`config.mk`:
```
export PLATFORM = sky130hd
export DESIGN_NAME = fre_meas_ctrl
export DESIGN_NICKNAME = d
export VERILOG_FILES = /design/src/rtl/fre_meas_ctrl_pkg.sv /design/src/rtl/sig_edge_det.sv /design/src/rtl/fre_meas_ctrl.sv
export SDC_FILE = /design/constraint.sdc
export NUM_CORES = 1
export LEC_CHECK = 0
export BUFFER_PORTS_ARGS = -buffer_cell sky130_fd_sc_hd__buf_2
export CAP_MARGIN = 20
export CORE_ASPECT_RATIO = 1.1
export CORE_MARGIN = 2
export CORE_UTILIZATION = 25
export CTS_BUF_LIST = sky130_fd_sc_hd__clkbuf_2 sky130_fd_sc_hd__clkbuf_4 sky130_fd_sc_hd__clkbuf_8
export DETAILED_ROUTE_END_ITERATION = 8
export PLACE_DENSITY = 0.49
export SETUP_SLACK_MARGIN = 0.15
export SYNTH_ARGS = -nofsm -noshare
export SYNTH_HDL_FRONTEND = slang
export SYNTH_SLANG_ARGS = --single-unit
```
`constraint.sdc`:
```
create_clock -name signal -period 2.8 [get_ports signal]
set_input_delay 0.14 -clock signal [delete_from_list [all_inputs] [get_ports signal]]
set_output_delay 0.14 -clock signal [all_outputs]
set_load 0.01 [all_outputs]
```
`src/rtl/fre_meas_ctrl_pkg.sv`:
```
// Shared definitions for the frequency-measurement path: state encoding and value limits.
// Also imported by the BCD and display blocks so their widths track the measured value.
package fre_meas_ctrl_pkg;

    localparam int unsigned FRE_W   = 14;
    localparam int unsigned MAX_FRE = 9999;

    typedef enum logic [2:0] {
        StIdle  = 3'd0,
        StGate  = 3'd1,
        StLatch = 3'd2,
        StConv  = 3'd3,
        StHold  = 3'd4
    } state_e;

endpackage

```
`src/rtl/sig_edge_det.sv`:
```
// Two-flop synchroniser for the asynchronous DDS address MSB, plus a third flop so that a
// falling edge (previous 1, current 0) can be detected on synchronised data.
module sig_edge_det (
    input  logic signal,
    input  logic rst,
    input  logic din,
    output logic fall
);

    logic [2:0] sync_q, sync_d;

    always_comb begin
        sync_d = {sync_q[1:0], din};
    end

    always_ff @(posedge signal) begin
        if (rst) begin
            sync_q <= '0;
        end else begin
            sync_q <= sync_d;
        end
    end

    // Cleared to 0 on reset, so settling after reset cannot fake an edge.
    assign fall = sync_q[2] & ~sync_q[1];

endmodule

```
`src/rtl/fre_meas_ctrl.sv`:
```
// Gate-window frequency counter: counts falling edges of the DDS address MSB over a fixed
// number of clock cycles, latches the count, and hands it to the BCD converter.
module fre_meas_ctrl
    import fre_meas_ctrl_pkg::*;
#(
    parameter int unsigned GATE_TICKS   = 10000,
    parameter int unsigned HOLD_TICKS   = 10000,
    parameter int unsigned CONV_TIMEOUT = 64,
    parameter int unsigned MAX_CNT      = MAX_FRE
) (
    input  logic             signal,
    input  logic             rst,
    input  logic             en,
    input  logic             addr_msb,
    input  logic             conv_done,
    output logic             conv_start,
    output logic [FRE_W-1:0] fre_out,
    output logic             fre_valid,
    output logic             ovf,
    output logic             conv_err,
    output logic             gate_active
);

    localparam logic [FRE_W-1:0] CntMax = FRE_W'(MAX_CNT);

    logic fall;

    state_e           state_q, state_d;
    logic [31:0]      tick_q, tick_d;
    logic [FRE_W-1:0] edge_cnt_q, edge_cnt_d;
    logic             ovf_int_q, ovf_int_d;
    logic [FRE_W-1:0] fre_out_q, fre_out_d;
    logic             ovf_q, ovf_d;
    logic             conv_err_q, conv_err_d;
    logic             conv_start_q, conv_start_d;
    logic             fre_valid_q, fre_valid_d;
    logic             gate_active_q, gate_active_d;

    sig_edge_det u_sig_edge_det (
        .signal (signal),
        .rst    (rst),
        .din    (addr_msb),
        .fall   (fall)
    );

    always_comb begin
        state_d      = state_q;
        tick_d       = tick_q;
        edge_cnt_d   = edge_cnt_q;
        ovf_int_d    = ovf_int_q;
        fre_out_d    = fre_out_q;
        ovf_d        = ovf_q;
        conv_err_d   = conv_err_q;
        conv_start_d = 1'b0;
        fre_valid_d  = 1'b0;

        unique case (state_q)
            StIdle: begin
                tick_d     = '0;
                edge_cnt_d = '0;
                ovf_int_d  = 1'b0;
                if (en) begin
                    state_d = StGate;
                end
            end
            StGate: begin
                if (fall) begin
                    if (edge_cnt_q == CntMax) begin
                        ovf_int_d = 1'b1;
                    end else begin
                        edge_cnt_d = edge_cnt_q + FRE_W'(1);
                    end
                end
                if (tick_q == GATE_TICKS - 1) begin
                    tick_d  = '0;
                    state_d = StLatch;
                end else begin
                    tick_d = tick_q + 32'd1;
                end
            end
            StLatch: begin
                fre_out_d    = edge_cnt_q;
                ovf_d        = ovf_int_q;
                tick_d       = '0;
                conv_start_d = 1'b1;
                state_d      = StConv;
            end
            StConv: begin
                if (conv_done) begin
                    fre_valid_d = 1'b1;
                    tick_d      = '0;
                    state_d     = StHold;
                end else if (tick_q == CONV_TIMEOUT - 1) begin
                    conv_err_d = 1'b1;
                    tick_d     = '0;
                    state_d    = StHold;
                end else begin
                    tick_d = tick_q + 32'd1;
                end
            end
            StHold: begin
                if (tick_q == HOLD_TICKS - 1) begin
                    tick_d     = '0;
                    edge_cnt_d = '0;
                    ovf_int_d  = 1'b0;
                    state_d    = StGate;
                end else begin
                    tick_d = tick_q + 32'd1;
                end
            end
            default: begin
                state_d = StIdle;
            end
        endcase

        // Dropping enable aborts the window; the last published results stay put.
        if (!en) begin
            state_d      = StIdle;
            tick_d       = '0;
            edge_cnt_d   = '0;
            ovf_int_d    = 1'b0;
            fre_out_d    = fre_out_q;
            ovf_d        = ovf_q;
            conv_err_d   = conv_err_q;
            conv_start_d = 1'b0;
            fre_valid_d  = 1'b0;
        end

        gate_active_d = (state_d == StGate);
    end

    always_ff @(posedge signal) begin
        if (rst) begin
            state_q       <= StIdle;
            tick_q        <= '0;
            edge_cnt_q    <= '0;
            ovf_int_q     <= 1'b0;
            fre_out_q     <= '0;
            ovf_q         <= 1'b0;
            conv_err_q    <= 1'b0;
            conv_start_q  <= 1'b0;
            fre_valid_q   <= 1'b0;
            gate_active_q <= 1'b0;
        end else begin
            state_q       <= state_d;
            tick_q        <= tick_d;
            edge_cnt_q    <= edge_cnt_d;
            ovf_int_q     <= ovf_int_d;
            fre_out_q     <= fre_out_d;
            ovf_q         <= ovf_d;
            conv_err_q    <= conv_err_d;
            conv_start_q  <= conv_start_d;
            fre_valid_q   <= fre_valid_d;
            gate_active_q <= gate_active_d;
        end
    end

    assign conv_start  = conv_start_q;
    assign fre_out     = fre_out_q;
    assign fre_valid   = fre_valid_q;
    assign ovf         = ovf_q;
    assign conv_err    = conv_err_q;
    assign gate_active = gate_active_q;

endmodule

```
== Word level (Yosys, flattened, before mapping) ==
Cells that the tools add are included.

* Input bits: 5
* Flip-flop bits (word level): 72

* Reductions and logical operators: 11
* Bitwise logic cells: 5
* Mux-type cells: 20
* $add $sub $neg: 2
* Equal/unequal tests: 12

{| class="wikitable"
|+ Operators by type and width
! operator !! number
|-
| two-way mux 32 bit || 3
|-
| case mux 32 bit (3 select lines) || 1
|-
| two-way mux 14 bit || 3
|-
| case mux 14 bit (3 select lines) || 1
|-
| adder 32 x 1 -> 32 bit (second input constant) || 1
|-
| equality test 32 x 14 -> 1 bit (second input constant) || 1
|-
| equality test 32 x 6 -> 1 bit (second input constant) || 1
|-
| two-way mux 3 bit || 5
|-
| case mux 3 bit (5 select lines) || 1
|-
| adder 14 x 1 -> 14 bit (second input constant) || 1
|-
| equality test 14 bit (second input constant) || 1
|-
| AND reduction 4 bit || 3
|-
| != test 2 bit (second input constant) || 4
|-
| equality test 3 x 1 -> 1 bit (second input constant) || 2
|-
| equality test 3 x 2 -> 1 bit (second input constant) || 2
|-
| nonzero test 3 bit || 2
|-
| OR reduction 2 bit || 3
|-
| two-way mux 1 bit || 5
|-
| inverter 1 bit || 4
|-
| equality test 3 bit (second input constant) || 1
|-
| logical NOT 3 bit || 1
|-
| case mux 1 bit (3 select lines) || 1
|-
| OR reduction 3 bit || 1
|-
| AND reduction 2 bit || 1
|-
| AND 1 bit || 1
|}

== Depth between registers and ports, before layout ==
Gate-level depths: netlist (run 1).

* Word-level depth: 6
* Gate-level depth with buffers: 8

== By module ==
A second synthesis (run 1) with hierarchy kept.

* Cells, all modules: 425
* Area total of the unflattened synthesis: 3,592.2 um^2

{| class="wikitable"
|+ Modules (own cells, without submodules)
! module !! times used !! sequential area each (um^2) !! area each (um^2) !! cells an instance
|-
| fre_meas_ctrl || 1 || 1,381.3 || 3,504.6 || 418
|-
| sig_edge_det || 1 || 60.1 || 87.6 || 7
|}

== Worst setup path before layout (run 1) ==
OpenSTA, ideal clock, no wires.

* Path type: register -> register
* Start point: register tick_q[0]
* End point: register edge_cnt_q[2]
* Arrival time: 2.129 ns
* Setup slack: 0.605 ns
* Cell stages (with the launch flop): 8
* Data required time: 2.733 ns
* Period minus slack after synthesis: 2.195 ns
* Cells stage by stage: dfxtp_1 > ha_1 > nor4b_1 > nand4_2 > o31ai_4 > nand2_4 > or4b_1 > a21oi_2

* Cells in the longest elaborated chain, start to end: 3

{| class="wikitable"
|+ RTL lines
! item !! RTL line !! text
|-
| start, declared || fre_meas_ctrl.sv:29 || <nowiki>logic [31:0] tick_q, tick_d;</nowiki>
|-
| start signal, assigned || fre_meas_ctrl.sv:146 || <nowiki>tick_q <= tick_d;</nowiki>
|-
| equality test 32 x 14 -> 1 bit || fre_meas_ctrl.sv:102 || <nowiki>if (tick_q == HOLD_TICKS - 1) begin</nowiki>
|-
| != test 2 bit (no source line) || -- ||
|-
| AND reduction 4 bit (no source line) || -- ||
|-
| end signal, assigned || fre_meas_ctrl.sv:147 || <nowiki>edge_cnt_q <= edge_cnt_d;</nowiki>
|-
| end, declared || fre_meas_ctrl.sv:30 || <nowiki>logic [FRE_W-1:0] edge_cnt_q, edge_cnt_d;</nowiki>
|}

Every way passes these cells.
A chain may end at the register's enable or synchronous reset.

== Worst setup path in the final report (run 1) ==
Ends and elaborated chain as after synthesis.

==> results.ini, run 1 <==
[placed_design]
port-buffer-count=23
dpl_wire_length_um=5250
gpl_wtd_cong=0.823

[grt]
vias_in_the_first_global_route=2524
wire_length_of_the_first_global_routing_pass_um=12200
aggregate_global_routing_overflow=0
grt_antenna_before_repair=0
grt_start_max_net_pins=22
grt_usage_pct=10.9

[min_path]
hp-class=primary input to flip-flop
hold-path-endpoint=fre_valid
min_from=conv_done
worstHoldPathCells=3

[detailed_routing]
drt_iter0_drc=162
detail-route-antenna-nets=0
finalWirelength_um=7330
detail_route.wl_per_cell_um=12.7
drt_first_pass_iters=8
vias_per_cell=4.73
dr_total_vias=2730
remaining_drc_errors=5

[power]
p_switching_w=0.000427
pwr_density_cell_mw_per_mm2=490
power.static_leakage_nw=1.24
p_int_w=0.00142
seqPwrFrac_pct=55.8
largest_vdd_supply_drop_v=0.000173
switching_share_pct=23.1
share_clk_of_total_power_pct=41.9
comb_power_share_pct=2.3

[outcome]
status=complete, but fails checks
failed_checks=DRC

[timing]
fin_hold_ws_ps=31.0
max-slew-margin-rel_pct=64.0
hold_viol=0
rsz0062_at_grt=no
setup_viol=0
fmax_ghz=0.419
period_minus_ws_final_ps=2390
totalNegativeSetupSlack_ps=0
final.setup_skew_ps=11.5
drv_slew=0
worst_pin_slew_ps=536
final_min_period_over_clock_period_pct=85.2

[synthesis]
number_of_warning_messages_in_the_yosys_log=0
synth_area_per_cell_sq_um=8.36
yosys.cell_count.top_type=dfxtp_1
postSynthRegisterBits=72
ys.flop_type=dfxtp_1
netlist_area_sq_mm=0.00326
synth_top_area_share_pct=44.2
yosys-top-cells-count=dfxtp_1 (72), nor2_1 (57), nand2_1 (54), a21oi_1 (27), xor2_1 (24)
syn_inst=390
synthDistinctLibCells=53
synth.largest_area_cell=dfxtp_1
ys_top_cells_by_area=dfxtp_1 (44%), nor2_1 (6.6%), xor2_1 (6.4%), nand2_1 (6.2%), a21oi_1 (4.1%)
synthesis.nets=397
synth-edff-count=0
async_flop_share_pct=0
synth_sequential_area_ratio_pct=44.2

[setup_path]
path_buf_inv=1
worst-r2r-setup-slack_ps=410
delay_of_the_slowest_critical_path_stage_ps=540
worstSetupPathType=flip-flop to flip-flop
timing.critical_path.fanout_max=12
critPathLaunchType=flip-flop
slowest_stage=or4b_1
worst_path_cell_trace=ha_1, nor4b_2, nand4_2, buf_4, o31ai_4, nand2_4, or4b_1, a21oi_2
crit_path_end_kind=flip-flop
timing.rr.start=tick_q[0]
worst-r2r-cell-count=8
path_delay_family=simple AND/OR/NAND/NOR gates
arrival_ps=2670
critical_path.reg2reg.endpoint=edge_cnt_q[2]
required_ps=3080

[finish]
diodes=0
fillerInstances=1363
area_growth_syn_to_layout_pct=15.8
drive_gt1_share_pct=14.5
layout.nets=422
seq_area_sq_mm=0.00144
multiInputGateArea_sq_mm=0.00173

[die]
row_count=43
die_width_um=113
vertical_die_dimension_um=124
ios=24
floorplan.core_area_sq_mm=0.0127
floorplan.initialDensity_pct=25.7
floorplan.die_area_sq_mm=0.0140

[clock_tree]
cts_tree=built
clock-sinks=72
insertion_delay_to_the_later_sink_of_the_worst_skew_pair_ps=350
ctsHtreeMaxLevel=3
cts_root_buffer=clkbuf_8
cts_buffer_depth=2
worst_setup_hold_path_clk_slew_ps=70
tritoncts.num_buffers=9

[flow_run]
max-cap-violations=0

area by class of cell:
cell class / instances / area share, %
multi-input combinational: 292 / 45.9
sequential: 72 / 38.2
timing repair buffer: 33 / 5.10
inverter: 7 / 0.696
clock inverter: 4 / 0.762
tap: 157 / 5.20
clock buffer: 12 / 4.21
registers in the layout, summed over array words and instances (netlist names):
signal,count
ovf_int_q,1
ovf,1
edge_cnt_q,14
fre_valid,1
conv_err,1
conv_start,1
u_sig_edge_det.sync_q,3
state_q,3
fre_out,14
gate_active,1
tick_q,32
routing by layer:
layer  share of wire, %  vias to the layer above  global-route usage (%)  wire length, um
met5                  0                        -                       0                0
met4               0.86                        0                    3.35               63
met3                3.6                        8                    3.45              261
met2                 48                       40                    18.6             3510
met1                 48                     1276                    13.3             3490
li1                   -                     1406                       -                -
power by group through the flow:
stage / sequential (W) / clock, W / combinational, W
2_1_floorplan: 0.00105 / 0 / 0.0000317
3_3_place_gp: 0.00105 / 0 / 0.0000429
3_5_place_dp: 0.00105 / 0 / 0.0000427
4_1_cts: 0.00103 / 0.000803 / 0.0000429
5_1_grt: 0.00103 / 0.000848 / 0.0000483
6_report: 0.00103 / 0.000775 / 0.0000434
placed cells by master, fill, tap and decap left out, types with 2 or more instances in the layout:
cell type,instances
nand2b_1,3
and4_1,6
o21ai_0,5
dfxtp_1,72
nor2b_1,6
xnor2_1,11
a41oi_1,2
xor2_1,24
nor4_1,6
ha_1,2
inv_1,7
o21ai_1,5
nand4_1,17
clkinvlp_4,2
or4_1,3
nor2_1,57
nand3_1,16
and3_1,7
nand2_1,54
a31oi_1,2
or3_1,4
o31ai_4,2
buf_2,23
clkbuf_8,11
a21oi_1,27
buf_4,9
or4b_1,2
nor3_1,6
worst register-to-register path, stage by stage (launching register included):
cell and delay (ps):
dfxtp_1 380, ha_1 270, nor4b_2 260, nand4_2 120, buf_4 190, o31ai_4 300
nand2_4 150, or4b_1 540, a21oi_2 120
repair_timing:
item	4_1_cts	5_1_grt
gates resized for setup	0	5
hold endpoints to repair	0	1
setup buffers	0	1
hold buffers	0	1
setup endpoints to repair	0	33
kinds of logic after synthesis:
family | after synthesis | share of synthesized area, %
muxes | 1 | 0.307
and+or+nand+nor | 200 | 31.1
AOI/OAI and AO/OA | 54 | 10.6
buffers and inverters | 26 | 3.65
DFF | 72 | 44.2
xor gates and xnor gates | 35 | 9.40
adders and majority gates | 2 | 0.767
per-stage QoR:
| step | worst slack, ps | power (W) | area, sq um | utilization (%) | cells |
|---|---|---|---|---|---|
| floorplan | 605 | 0.00108 | 3260 | - | 390 |
| CTS | 237 | 0.00188 | 3730 | 29.4 | 575 |
| global route | 217 | 0.00193 | 3780 | 29.7 | 577 |
| finish | 415 | 0.00185 | 3780 | 29.7 | 577 |
| detailed placement | 251 | 0.00110 | 3550 | 27.9 | 559 |
| global placement | 283 | 0.00110 | 3550 | 27.9 | 559 |
how the worst max path moves through the flow:
stage / from / end / slack (ps) / cells after the start
6_report: tick_q[0] / edge_cnt_q[2] / 410 / 8
5_1_grt: tick_q[1] / tick_q[15] / 220 / 9
4_1_cts: tick_q[0] / tick_q[13] / 240 / 8
3_5_place_dp: tick_q[0] / tick_q[20] / 250 / 8
3_3_place_gp: state_q[0] / edge_cnt_q[2] / 280 / 6
2_1_floorplan: tick_q[0] / edge_cnt_q[2] / 600 / 7
No activity file was read; power rests on OpenSTA's default activity.
==> run 2: changes to the inputs <==
--- a/config.mk
+++ b/config.mk
@@ -7,12 +7,10 @@
 export LEC_CHECK = 0
 export BUFFER_PORTS_ARGS = -buffer_cell sky130_fd_sc_hd__buf_2
 export CAP_MARGIN = 20
-export CORE_ASPECT_RATIO = 1.1
-export CORE_MARGIN = 2
-export CORE_UTILIZATION = 25
+export CORE_UTILIZATION = 55
 export CTS_BUF_LIST = sky130_fd_sc_hd__clkbuf_2 sky130_fd_sc_hd__clkbuf_4 sky130_fd_sc_hd__clkbuf_8
 export DETAILED_ROUTE_END_ITERATION = 8
-export PLACE_DENSITY = 0.49
+export PLACE_DENSITY = 0.83
 export SETUP_SLACK_MARGIN = 0.15
 export SYNTH_ARGS = -nofsm -noshare
 export SYNTH_HDL_FRONTEND = slang
==> run 2 against run 1 <==
  * The flow now finishes without violations
  * Largest cell class unchanged
  * Highest routed layer unchanged
  * Critical path depth decreased by 1
  * Clock power decreased by 5.2%
  * Worst setup slack got worse by 100 ps
  * Die area decreased by 55%
  * Core utilization increased by 35 points
  * Final area decreased by 3.7%
  * Critical endpoint unchanged
==> results.ini, run 2 (synthesis gave the netlist of run 1 again) <==
[clock_tree]
worst_setup_hold_path_clk_slew_ps=70  ; about the same
ctsHtreeMaxLevel=3  ; unchanged
tritoncts.num_buffers=9  ; unchanged
cts_buffer_depth=2  ; unchanged
cts_root_buffer=clkbuf_8
cts_tree=built
clock-sinks=72  ; unchanged
insertion_delay_to_the_later_sink_of_the_worst_skew_pair_ps=350  ; about the same
cts_hold_repair.buffers=0  ; unchanged

[timing]
hold_viol=0  ; unchanged
final_min_period_over_clock_period_pct=88.8  ; +3.6 points
max-slew-margin-rel_pct=56.5  ; -7.4 points
rsz0062_at_grt=no
totalNegativeSetupSlack_ps=0  ; unchanged
fmax_ghz=0.402  ; -4.1%
final.setup_skew_ps=8.92  ; -2.53 ps
drv_slew=0  ; unchanged
worst_pin_slew_ps=646  ; +111 ps
period_minus_ws_final_ps=2490  ; +101 ps
setup_viol=0  ; unchanged

[finish]
final-instance-count-excl-fill=490  ; -15%
drive_gt1_share_pct=13.9  ; -0.65 points
layout.cells.most_common=dfxtp_1
fillerInstances=482  ; -65%
multiInputGateArea_sq_mm=0.00172  ; -1.0%
seq_area_sq_mm=0.00144  ; unchanged
flip_flop_count_of_the_largest_register_all_copies_and_words_added=32  ; unchanged
layout.nets=420  ; -0.47%
fin_util_pct=64.9  ; +35 points
area_growth_syn_to_layout_pct=11.6
commonest_non_fill_non_tap_cells_in_the_layout=dfxtp_1 (72), nor2_1 (57), nand2_1 (54)
diodes=0  ; unchanged
largest_register=tick_q

[power]
share_clk_of_total_power_pct=40.7  ; -1.2 points
power.static_leakage_nw=1.23  ; -0.39%
largest_vdd_supply_drop_v=0.000404  ; +130%
comb_power_share_pct=2.4  ; about the same
p_switching_w=0.000411  ; -3.8%
design_power_total_w=0.00181  ; -2.3%
pwr_density_cell_mw_per_mm2=497  ; +1.5%
p_int_w=0.00140  ; -1.8%
seqPwrFrac_pct=57.0  ; +1.2 points
switching_share_pct=22.7  ; -0.36 points

[grt]
grt_usage_pct=23.9  ; +13 points
aggregate_global_routing_overflow=0  ; unchanged
vias_in_the_first_global_route=2671  ; +5.8%
wire_length_of_the_first_global_routing_pass_um=11600  ; -4.5%
grt_antenna_before_repair=0  ; unchanged
grt_start_max_net_pins=31  ; +41%

[detailed_routing]
dr_total_vias=2731  ; +0.037%
vias_per_cell=5.57  ; +18%
drt_iter0_drc=117  ; -28%
detail-route-antenna-nets=0  ; unchanged
detail_route.wl_per_cell_um=13.4  ; +5.7%
finalWirelength_um=6570  ; -10%
remaining_drc_errors=0  ; -5
drt_first_pass_iters=4  ; -4

[setup_path]
arrival_ps=2770  ; +100 ps
delay_of_the_slowest_critical_path_stage_ps=550  ; about the same
slowest_stage=or4b_1
path_buf_inv=0  ; -1
timing.critical_path.fanout_max=12  ; unchanged
worstSetupPathType=flip-flop to flip-flop
crit_path_end_kind=flip-flop
required_ps=3080  ; about the same
worst_path_cell_trace=ha_1, nor4b_1, nand4_2, o31ai_4, nand2_4, or4b_1, a21oi_2
path_delay_family=simple AND/OR/NAND/NOR gates
critPathLaunchType=flip-flop

[outcome]
status=finished, final reports clean

[die]
floorplan.initialDensity_pct=58.1  ; +32 points
floorplan.die_area_sq_mm=0.00624  ; -55%
row_count=27  ; -37%
vertical_die_dimension_um=79.0  ; -36%
ios=24  ; unchanged
floorplan.core_area_sq_mm=0.00561  ; -56%
die_width_um=79.0  ; -30%

[placed_design]
placed_cells=474  ; -15%
dpl_wire_length_um=4670  ; -11%
port-buffer-count=23  ; unchanged
gpl_wtd_cong=0.838  ; +1.8%

[min_path]
hp-class=primary input to flip-flop

[flow_run]
max-cap-violations=0  ; unchanged

-- run 2: layout make-up --
type                            count  share of cell area [%]
Clock buffer                       12                    4.02
Clock inverter                      4                   0.826
Inverter                            7                   0.722
Multi-Input combinational cell    292                    47.2
Sequential cell                    72                    39.6
Tap cell                           72                    2.48
Timing Repair Buffer               31                    5.16
-- run 2: what timing repair did --
item / in CTS / in global routing
setup buffers: 0 / 0
endpoints found under the setup margin: 0 / 1
endpoints found under the hold margin: 0 / 0
resized for setup: 0 / 1
-- run 2: worst register-to-register path: stages, from the launching register on --
cell     delay (ps)
dfxtp_1         370
ha_1            260
nor4b_1         320
nand4_2         280
o31ai_4         370
nand2_4         150
or4b_1          550
a21oi_2         130
-- run 2: power by group through the flow --
| stage | clock [W] | sequential [W] | combinational (W) |
|---|---|---|---|
| detailed placement | 0 | 0.00105 | 0.0000430 |
| global placement | 0 | 0.00105 | 0.0000424 |
| CTS | 0.000757 | 0.00103 | 0.0000431 |
| global route | 0.000800 | 0.00103 | 0.0000478 |
| finish | 0.000735 | 0.00103 | 0.0000430 |
| floorplan | 0 | 0.00105 | 0.0000317 |
-- run 2: worst paths after layout --
check,endpoint,cells past startpoint,startpoint,slack [ps]
worst max-delay path,edge_cnt_q[2],7,tick_q[0],310
worst min-delay path,u_sig_edge_det.sync_q[0],2,addr_msb,10
worst max register to register,edge_cnt_q[2],7,tick_q[0],310
worst min register to register,fre_out[11],2,fre_out[11],450
-- run 2: per-layer routing --
layer	global-route usage, %	up-vias	wire (um)
met5	0	-	0
met4	10.9	0	59
met3	6.90	7	228
met2	42.9	41	3400
met1	25.6	1283	2890
li1	-	1400	-
-- run 2: per-stage QoR --
| stage | instance area [sq um] | setup slack [ps] | hold slack, ps |
|---|---|---|---|
| finish | 3640 | 314 | 11.7 |
| CTS | 3630 | 347 | 0.185 |
| global route | 3640 | 147 | 15.3 |
| detailed placement | 3450 | 357 | 384 |
| floorplan | 3260 | 605 | 254 |
| global placement | 3450 | 448 | 352 |
==> run 3: changes to the inputs <==
--- a/config.mk
+++ b/config.mk
@@ -10,8 +10,9 @@
 export CORE_UTILIZATION = 55
 export CTS_BUF_LIST = sky130_fd_sc_hd__clkbuf_2 sky130_fd_sc_hd__clkbuf_4 sky130_fd_sc_hd__clkbuf_8
 export DETAILED_ROUTE_END_ITERATION = 8
-export PLACE_DENSITY = 0.83
+export PLACE_DENSITY = 0.82
 export SETUP_SLACK_MARGIN = 0.15
 export SYNTH_ARGS = -nofsm -noshare
 export SYNTH_HDL_FRONTEND = slang
+export SYNTH_HIERARCHICAL = 1
 export SYNTH_SLANG_ARGS = --single-unit
==> run 3 against run 2 <==
  * Synthesized area rose by 10%
  * Worst hold slack improved by 21 ps
  * Final cell count rose by 7.1%
  * Core utilization fell by 2.2 points
  * Register-to-register slack improved by 100 ps
  * First-iteration DRC count rose by 140%
  * Worst setup slack improved by 100 ps
  * Largest power group unchanged
==> results.ini, run 3 <==
[clock_tree]
ctsHtreeMaxLevel=3  ; unchanged
cts_root_buffer=clkbuf_8
post_cts_resized=0  ; unchanged
cts_hold_repair.buffers=0  ; unchanged
worst_setup_hold_path_clk_slew_ps=70  ; about the same
insertion_delay_to_the_later_sink_of_the_worst_skew_pair_ps=340  ; about the same
clock-sinks=72  ; unchanged
cts_tree=built
cts_setup_buffers=0  ; unchanged
cts_buffer_depth=2  ; unchanged
tritoncts.num_buffers=9  ; unchanged

[timing]
fmax_ghz=0.420  ; +4.3%
worst_pin_slew_ps=897  ; +251 ps
final.setup_skew_ps=2.88  ; -6.04 ps
rsz0062_at_grt=no
totalNegativeSetupSlack_ps=0  ; unchanged
period_minus_ws_final_ps=2380  ; -103 ps
fin_hold_ws_ps=32.7  ; +21.0 ps
max-slew-margin-rel_pct=39.9  ; -17 points
hold_viol=0  ; unchanged
final_min_period_over_clock_period_pct=85.1  ; -3.7 points
drv_slew=0  ; unchanged
setup_viol=0  ; unchanged

[power]
p_switching_w=0.000403  ; -1.8%
comb_power_share_pct=2.8  ; +0.4 points
power.static_leakage_nw=1.23  ; -0.75%
seqPwrFrac_pct=55.7  ; -1.3 points
pwr_density_cell_mw_per_mm2=468  ; -5.8%
switching_share_pct=21.8  ; -0.94 points
p_int_w=0.00145  ; +3.7%
share_clk_of_total_power_pct=41.5  ; +0.8 points
design_power_total_w=0.00185  ; +2.5%
largest_vdd_supply_drop_v=0.000263  ; -35%

[finish]
largest_register=tick_q
diodes=0  ; unchanged
final-instance-count-excl-fill=525  ; +7.1%
final_area_sq_mm=0.00396  ; +8.8%
area_growth_syn_to_layout_pct=10.2
flip_flop_count_of_the_largest_register_all_copies_and_words_added=32  ; unchanged
commonest_non_fill_non_tap_cells_in_the_layout=dfxtp_1 (72), nand2_1 (51), a21oi_1 (32)
fillerInstances=565  ; +17%
drive_gt1_share_pct=17.6  ; +3.8 points
layout.nets=452  ; +7.6%
layout.cells.most_common=dfxtp_1

[synthesis]
synth.largest_area_cell=dfxtp_1
ys_top_cells_by_area=dfxtp_1 (40%), nand2_1 (5.3%), a21oi_1 (4.5%), xnor2_1 (3.9%), nor2_2 (3.5%)
async_flop_share_pct=0  ; unchanged
syn_inst=425  ; +9.0%
yosys-top-cells-count=dfxtp_1 (72), nand2_1 (51), a21oi_1 (32), nor2_1 (21), nor2_2 (20)
synthesis.nets=432  ; +8.8%
synth_top_area_share_pct=40.1  ; -4.1 points
synth_sequential_area_ratio_pct=40.1  ; -4.1 points
netlist_area_sq_mm=0.00359  ; +10%
synthDistinctLibCells=58  ; +9.4%
ys.flop_type=dfxtp_1
number_of_warning_messages_in_the_yosys_log=6  ; +6
postSynthRegisterBits=72  ; unchanged
yosys.cell_count.top_type=dfxtp_1
synth-edff-count=0  ; unchanged
synth_area_per_cell_sq_um=8.45  ; +1.1%

[grt]
grt_usage_pct=25.4  ; +1.5 points
grt_antenna_before_repair=0  ; unchanged
wire_length_of_the_first_global_routing_pass_um=14300  ; +23%
grt_start_max_net_pins=23  ; -26%
aggregate_global_routing_overflow=0  ; unchanged
vias_in_the_first_global_route=3002  ; +12%

[setup_path]
required_ps=3070  ; about the same
timing.critical_path.fanout_max=13  ; +1
critical_path.reg2reg.endpoint=tick_q[29]
worst-r2r-setup-slack_ps=420  ; +100 ps
arrival_ps=2660  ; -110 ps
critPathLaunchType=flip-flop
crit_path_end_kind=flip-flop
worstSetupPathType=flip-flop to flip-flop
timing.rr.start=state_q[0]
worst-r2r-cell-count=5  ; -2
crit_path_start=state_q[0]

[placed_design]
gpl_wtd_cong=0.929  ; +11%
dpl_wire_length_um=5840  ; +25%
port-buffer-count=23  ; unchanged
placed_cells=511  ; +7.8%
placed_area_sq_mm=0.00378  ; +9.4%

[detailed_routing]
vias_per_cell=6.21  ; +11%
detail-route-antenna-nets=0  ; unchanged
drt_iter0_drc=277  ; +140%
dr_total_vias=3258  ; +19%
finalWirelength_um=8440  ; +28%
drt_first_pass_iters=5  ; +1
detail_route.wl_per_cell_um=16.1  ; +20%
remaining_drc_errors=0  ; unchanged

[min_path]
hp-class=primary input to flip-flop
min_from=addr_msb
worstHoldPathCells=2  ; unchanged
hold-path-endpoint=u_sig_edge_det/sync_q[0]

[die]
row_count=29  ; +7.4%
vertical_die_dimension_um=82.8  ; +4.8%
floorplan.core_area_sq_mm=0.00631  ; +13%
floorplan.initialDensity_pct=56.9  ; -1.2 points
ios=24  ; unchanged
floorplan.die_area_sq_mm=0.00686  ; +9.9%
die_width_um=82.8  ; +4.8%

[flow_run]
max-cap-violations=0  ; unchanged

[outcome]
status=finished, final reports clean

-- run 3: metal layers --
| metal | part of all wire (%) | track usage (%) | vias to the layer above |
|---|---|---|---|
| li1 | - | - | 1580 |
| met1 | 46 | 34.7 | 1554 |
| met2 | 48 | 40.8 | 111 |
| met3 | 5.0 | 5.07 | 13 |
| met4 | 1.0 | 7.05 | 0 |
| met5 | 0 | 0 | - |
-- run 3: cell type report --
| cell class | count | area (sq um) | share of cell area, % |
|---|---|---|---|
| multi-input cells | 318 | 2010 | 50.7 |
| inverters | 11 | 41.3 | 1.04 |
| clock buffers | 14 | 180 | 4.55 |
| well taps | 77 | 96.3 | 2.43 |
| flip-flops and latches | 72 | 1440 | 36.4 |
| repair buffers | 33 | 190 | 4.81 |
-- run 3: stage by stage --
step,util (%),setup WS [ps]
after floorplan,-,593
after global routing,62.7,320
after detailed placement,59.8,442
final,62.7,418
after global placement,59.8,501
after CTS,62.7,421
-- run 3: cells by family after synthesis --
logic type / count (synthesis) / share of synthesized area [%]
AOI/OAI and AO/OA: 88 / 16.5
muxes: 6 / 1.67
and+or+nand+nor: 196 / 30.5
buffers and inverters: 35 / 4.14
adders and majority gates: 2 / 0.697
xor gates and xnor gates: 26 / 6.34
DFF: 72 / 40.1
-- run 3: power by group through the flow --
stage                     registers [W]  clock network (W)   logic, W
after floorplan                 0.00105                  0  0.0000377
after global placement          0.00106                  0  0.0000498
after detailed placement        0.00106                  0  0.0000507
after CTS                       0.00103           0.000773  0.0000511
after global routing            0.00103           0.000819  0.0000558
final                           0.00103           0.000768  0.0000521
-- run 3: worst max path at each step --
stage / endpoint / depth (start not counted) / slack (ps)
2_1_floorplan: tick_q[16] / 6 / 590
3_3_place_gp: tick_q[29] / 5 / 500
3_5_place_dp: tick_q[29] / 5 / 440
4_1_cts: tick_q[29] / 5 / 420
5_1_grt: tick_q[29] / 5 / 320
6_report: tick_q[29] / 5 / 420
-- run 3: critical path, stage by stage (launching register included) --
cell and delay, ps:
dfxtp_1 450, o21a_1 350, or3_1 450, or3_1 390, or4_1 520, a21oi_1 150
